$ cat src/rtl/bin2bcd_seq_pkg.sv
// Shared types and constants for the sequential binary-to-BCD converter.
// Holds the FSM encoding and the double-dabble correction constants.
package bin2bcd_seq_pkg;

    typedef enum logic [1:0] {
        ST_IDLE  = 2'd0,
        ST_SHIFT = 2'd1,
        ST_DONE  = 2'd2
    } state_t;

    localparam logic [3:0] ADJ_THRESH = 4'd5;
    localparam logic [3:0] ADJ_INC    = 4'd3;

endpackage

$ cat src/rtl/bcd_digit_adj.sv
// Per-digit double-dabble correction: add 3 to any digit of 5 or more.
// Purely combinational; one instance per BCD digit.
module bcd_digit_adj
    import bin2bcd_seq_pkg::*;
(
    input  logic [3:0] d,
    output logic [3:0] q
);

    assign q = (d >= ADJ_THRESH) ? d + ADJ_INC : d;

endmodule

$ cat src/rtl/bin2bcd_seq.sv
// Iterative shift-and-add-3 binary-to-BCD converter, one operand bit per clock.
// Result register is only written on the final shift, so it holds between runs.
module bin2bcd_seq
    import bin2bcd_seq_pkg::*;
#(
    parameter int WIDTH  = 10,
    parameter int DIGITS = 4
) (
    input  logic                  CLOCK_50,
    input  logic                  RESET_N,
    input  logic                  start,
    input  logic [WIDTH-1:0]      bin_in,
    output logic                  busy,
    output logic                  done,
    output logic [DIGITS*4-1:0]   bcd_out
);

    localparam int CW = $clog2(WIDTH + 1);
    localparam int BW = DIGITS * 4;

    state_t           state;
    logic [CW-1:0]    cnt;
    logic [WIDTH-1:0] opnd;
    logic [BW-1:0]    scratch;
    logic [BW-1:0]    adj;
    logic [BW-1:0]    shifted;

    for (genvar i = 0; i < DIGITS; i++) begin : g_adj
        bcd_digit_adj u_adj (
            .d (scratch[4*i +: 4]),
            .q (adj[4*i +: 4])
        );
    end

    // Correction precedes the shift, so the last shift is never corrected.
    assign shifted = (adj << 1) | {{(BW-1){1'b0}}, opnd[WIDTH-1]};

    always_ff @(posedge CLOCK_50) begin
        if (!RESET_N) begin
            state   <= ST_IDLE;
            busy    <= 1'b0;
            done    <= 1'b0;
            cnt     <= '0;
            opnd    <= '0;
            scratch <= '0;
            bcd_out <= '0;
        end else begin
            unique case (state)
                ST_IDLE, ST_DONE: begin
                    if (start) begin
                        opnd    <= bin_in;
                        scratch <= '0;
                        cnt     <= CW'(WIDTH);
                        state   <= ST_SHIFT;
                        busy    <= 1'b1;
                        done    <= 1'b0;
                    end else begin
                        state   <= ST_IDLE;
                        busy    <= 1'b0;
                        done    <= 1'b0;
                    end
                end
                ST_SHIFT: begin
                    scratch <= shifted;
                    opnd    <= opnd << 1;
                    cnt     <= cnt - CW'(1);
                    if (cnt == CW'(1)) begin
                        bcd_out <= shifted;
                        state   <= ST_DONE;
                        busy    <= 1'b0;
                        done    <= 1'b1;
                    end
                end
                default: begin
                    state <= ST_IDLE;
                    busy  <= 1'b0;
                    done  <= 1'b0;
                end
            endcase
        end
    end

endmodule

$ cat config.mk
export PLATFORM = sky130hd
export DESIGN_NAME = bin2bcd_seq
export DESIGN_NICKNAME = d
export VERILOG_FILES = /design/src/rtl/bin2bcd_seq_pkg.sv /design/src/rtl/bcd_digit_adj.sv /design/src/rtl/bin2bcd_seq.sv
export SDC_FILE = /design/constraint.sdc
export NUM_CORES = 1
export LEC_CHECK = 0
export BUFFER_PORTS_ARGS = -buffer_cell sky130_fd_sc_hd__buf_2
export CAP_MARGIN = 0
export CORE_UTILIZATION = 56
export CTS_BUF_LIST = sky130_fd_sc_hd__clkbuf_16
export CTS_CLUSTER_DIAMETER = 150
export DETAILED_ROUTE_END_ITERATION = 16
export PLACE_DENSITY_LB_ADDON = 0.2
export SYNTH_ARGS = -nofsm -noshare
export SYNTH_HDL_FRONTEND = slang
export SYNTH_SLANG_ARGS = --single-unit
export TNS_END_PERCENT = 10
$ cat constraint.sdc
create_clock -name CLOCK_50 -period 2.1 [get_ports CLOCK_50]
set_input_delay 0.105 -clock CLOCK_50 [delete_from_list [all_inputs] [get_ports CLOCK_50]]
set_output_delay 0.105 -clock CLOCK_50 [all_outputs]
set_load 0.01 [all_outputs]
==> results.md <==
Run status:
- The run finished with clean final reports.

Logic synthesis:
- Counting flops and latches in the post-synthesis netlist gives 50.
- Counting every instance in the synthesized netlist gives 240.
- The number of enable flip-flop cells after synthesis is 0.
- Yosys mapped the design onto 40 distinct sky130hd cell types.
- Counting instances in the post-synthesis netlist gives the leading cell types as sky130_fd_sc_hd__dfxtp_1, sky130_fd_sc_hd__nand2_1, sky130_fd_sc_hd__o21ai_0.
- The synthesized net count is 263.
- The mapped netlist covers 0.00217 mm^2.
- Among all flip-flop cells after synthesis, the most frequent one is sky130_fd_sc_hd__dfxtp_1.
- Yosys printed 0 warnings.
- The sequential fraction of the synthesis area is 46.2%.
- The average instance in the mapped netlist occupies 9.02 um^2.
- In the synthesized netlist the async set-or-reset flop fraction comes to 0%.
- The top-area cell type share of the netlist area is 46.2%.
- After synthesis, the cell types taking the most area are sky130_fd_sc_hd__dfxtp_1, sky130_fd_sc_hd__ha_1, sky130_fd_sc_hd__nand2_1, sky130_fd_sc_hd__o21ai_0, sky130_fd_sc_hd__a21oi_1.
- The synthesized design spends more area on one cell type than any other, namely sky130_fd_sc_hd__dfxtp_1.
- The most frequent cell after synthesis is sky130_fd_sc_hd__dfxtp_1.

Cells and area:
- The fraction of layout cells with a size suffix above 1 is 20.8%.
- The final net count is 291.
- The antenna diode count is 0.
- The synthesis-to-layout area growth is 13.7%.
- The post-layout instance count excluding filler cells is 317.
- The count of filler cells inserted in the layout is 322.

CTS:
- TritonCTS created 5 clock buffers.
- After clock tree synthesis, the setup repair step added 0 buffers.
- The cell sitting at the root of the clock tree is a sky130_fd_sc_hd__clkbuf_16.
- The count of hold buffers inserted by post-cts repair is 0.
- The H-tree depth reported by CTS is 2.
- The buffer depth of the longest clock path is 2.
- TritonCTS built the clock tree.
- After clock tree synthesis, the repair step resized 0 gates.
- The register clock-pin slew on the reported worst setup and hold paths is 0.06 ns.
- The clock reaches the later pin of the worst-skew pair after 0.28 ns.
- CTS saw 50 sinks.

STA:
- The final clock skew is 0.00506 ns.
- Setup violations remaining at the end of the flow were counted as 0.
- The number of failing hold endpoints at the final stage is 0.
- The minimum clock period is 1.62 ns.
- The max-slew violation count came to 0.
- The share of the clock period used by the worst path is 77.0%.
- In the final timing run, aggregate negative setup slack is 0 ns.
- At the pin with the least slew margin, the transition time is 0.584 ns.
- Measured against its own limit, the worst slew margin works out to 61.0%.
- Setup repair after global routing left no endpoint under its margin.
- Timing would allow up to 618 MHz.

Power:
- For this design the static power due to leakage is 0.965 nW.
- The cell area power density is 797 mW/mm^2.
- The internal power of the cells totals 1.50 mW.
- The worst voltage drop across the vdd grid is 0.427 mV.
- Of the total power, registers draw 51.5%.
- The combinational share of power is 10.3%.
- For this design the total switching power over the nets is 465 uW.
- Of the total power, the clock network draws 38.2%.
- In this run switching power makes up 23.7% of total power.

Worst setup path:
- The destination of the worst register-to-register timing path is cnt[1].
- Of all nets on the critical path, the largest fanout is 16.
- For this design, the slowest cell found on the critical path is sky130_fd_sc_hd__and2b_1.
- The setup check on the worst reg-to-reg path leaves a slack of 0.48 ns.
- The required arrival time at the worst endpoint is 2.29 ns.
- In this run the worst setup path terminates at cnt[1].
- Grouping stages by cell kind, the critical path spends the most delay in simple AND/OR/NAND/NOR gates.
- Measured in cells, the most critical reg-to-reg path has a length of 4.
- The logic depth of the worst setup path including buffers is 4.
- Walking the worst path, the cells encountered are and2b_1 -> nor2_1 -> buf_4 -> a221oi_1.
- The kind of critical path is flip-flop to flip-flop.
- The largest single stage delay on the critical path is 0.57 ns.
- STA classifies the critical path endpoint as a flip-flop.
- The reg-to-reg critical path startpoint is state[0].
- The critical path starts at state[0].
- The data arrival at the endpoint of the critical path is 1.81 ns.
- The worst setup path is launched from a flip-flop.
- The combined buffer and inverter count along the critical path is 1.

Route:
- In this run, the number of DRC markers left after iteration 0 of detailed routing was 97.
- The total iterations of the first detailed-routing run is 4.
- After detailed routing, the number of remaining DRC violations is 0.
- In this run the remaining antenna-violating nets after routing total 0.
- The total routed wirelength is 4.07 mm.
- The via count is 1,732.
- The average wire per cell in the routed design is 12.8 um.
- The mean number of vias per cell is 5.46.

Hold path:
- Counting instances, the worst hold path has a depth of 2.
- The type of the tightest min-delay check is primary input to flip-flop.

Global routing:
- The total global routing track utilization is 22.4%.
- The global-route congestion overflow total is 0.
- The wire length of the first global-routing pass is 7.09 mm.
- The initial antenna violation count is 0.
- The pin count of the biggest net entering global routing is 25.
- The via count of the first global-routing pass is 1,579.

Die:
- The effective utilization at floorplan is 58.7%.
- The number of ports placed on the die boundary is 31.
- The die covers 0.00412 mm^2.
- The die is 64.2 um wide.
- The floorplan step set the die height to 64.2 um.
- The floorplan step defined a core boundary enclosing 0.00369 mm^2.
- After floorplanning, the core was divided into 22 placement rows.

Placement:
- At the end of routability-driven placement, the weighted congestion stood at 0.743.
- The number of I/O port buffers is 30.
- The post-detailed-placement half-perimeter wirelength is 2.71 mm.
- The placed instance count is 309.

Job:
- The number of maximum-capacitance constraint violations is 0.
cell families after synthesis:
kind of cell | Yosys count | synth area share [%]
AOI/OAI and AO/OA | 75 | 21.0
xor gates and xnor gates | 4 | 1.62
DFF | 50 | 46.2
and+or+nand+nor | 70 | 16.7
adders and majority gates | 10 | 5.78
muxes | 5 | 2.54
buffers and inverters | 26 | 6.12
metal layers:
metal	wire length, um	vias to the layer above	GRT usage [%]
met1	2080	807	29.8
met5	0	-	0
met2	1790	24	35.4
li1	-	895	-
met4	59	0	7.50
met3	133	6	5.36
worst min-delay path by stage:
stage,end,start,slack (ns)
after floorplan,opnd[0],bin_in[0],0.26
after global placement,opnd[0],bin_in[0],0.34
after detailed placement,opnd[0],bin_in[0],0.35
after CTS,opnd[0],bin_in[0],0.05
after global routing,opnd[0],bin_in[0],0.07
final,opnd[0],bin_in[0],0.05
final cells by class:
cell class              count  area (um^2)  share of cell area [%]
clock buffers               5          125                    5.08
clock inverters             3         12.5                   0.508
inverters                  12         45.0                    1.83
multi-input cells         164         1030                    41.9
flip-flops and latches     50         1000                    40.6
well taps                  48         60.1                    2.44
repair buffers             35          188                    7.62
power by group through the flow:
| stage | clock network, mW | logic, mW | registers [mW] |
|---|---|---|---|
| 5_1_grt | 0.803 | 0.229 | 1.02 |
| 6_report | 0.749 | 0.203 | 1.01 |
| 2_1_floorplan | 0 | 0.152 | 1.03 |
| 3_5_place_dp | 0 | 0.203 | 1.03 |
| 3_3_place_gp | 0 | 0.200 | 1.03 |
| 4_1_cts | 0.771 | 0.204 | 1.01 |
stage by stage:
stage          setup slack, ns  power, mW  instance area [um^2]  util, %  hold slack [ns]
2_1_floorplan            0.638       1.18                  2170        -            0.259
3_3_place_gp             0.527       1.23                  2330     63.1            0.344
3_5_place_dp             0.499       1.24                  2330     63.1            0.349
4_1_cts                  0.482       1.99                  2460     66.8           0.0526
5_1_grt                  0.282       2.05                  2460     66.8           0.0705
6_report                 0.483       1.96                  2460     66.8           0.0549
flip-flops by register name (all words and copies together) (netlist names):
name,count
bcd_out,16
busy,1
cnt,4
done,1
opnd,10
scratch,16
state,2
cell usage in the layout, fill, tap and decap left out, drive strengths merged, types with 2 or more instances in the layout:
master and n:
a22oi 9, clkinv 2, nor3 6, buf 35
a21oi 22, a311oi 5, nor3b 5, a32o 2
inv 13, or3b 3, clkbuf 5, o22ai 8
ha 10, xnor2 4, nand2 34, dfxtp 50
mux2 4, nand2b 4, o21ai 25, nor2 13
No activity file was read; power rests on OpenSTA's default activity.
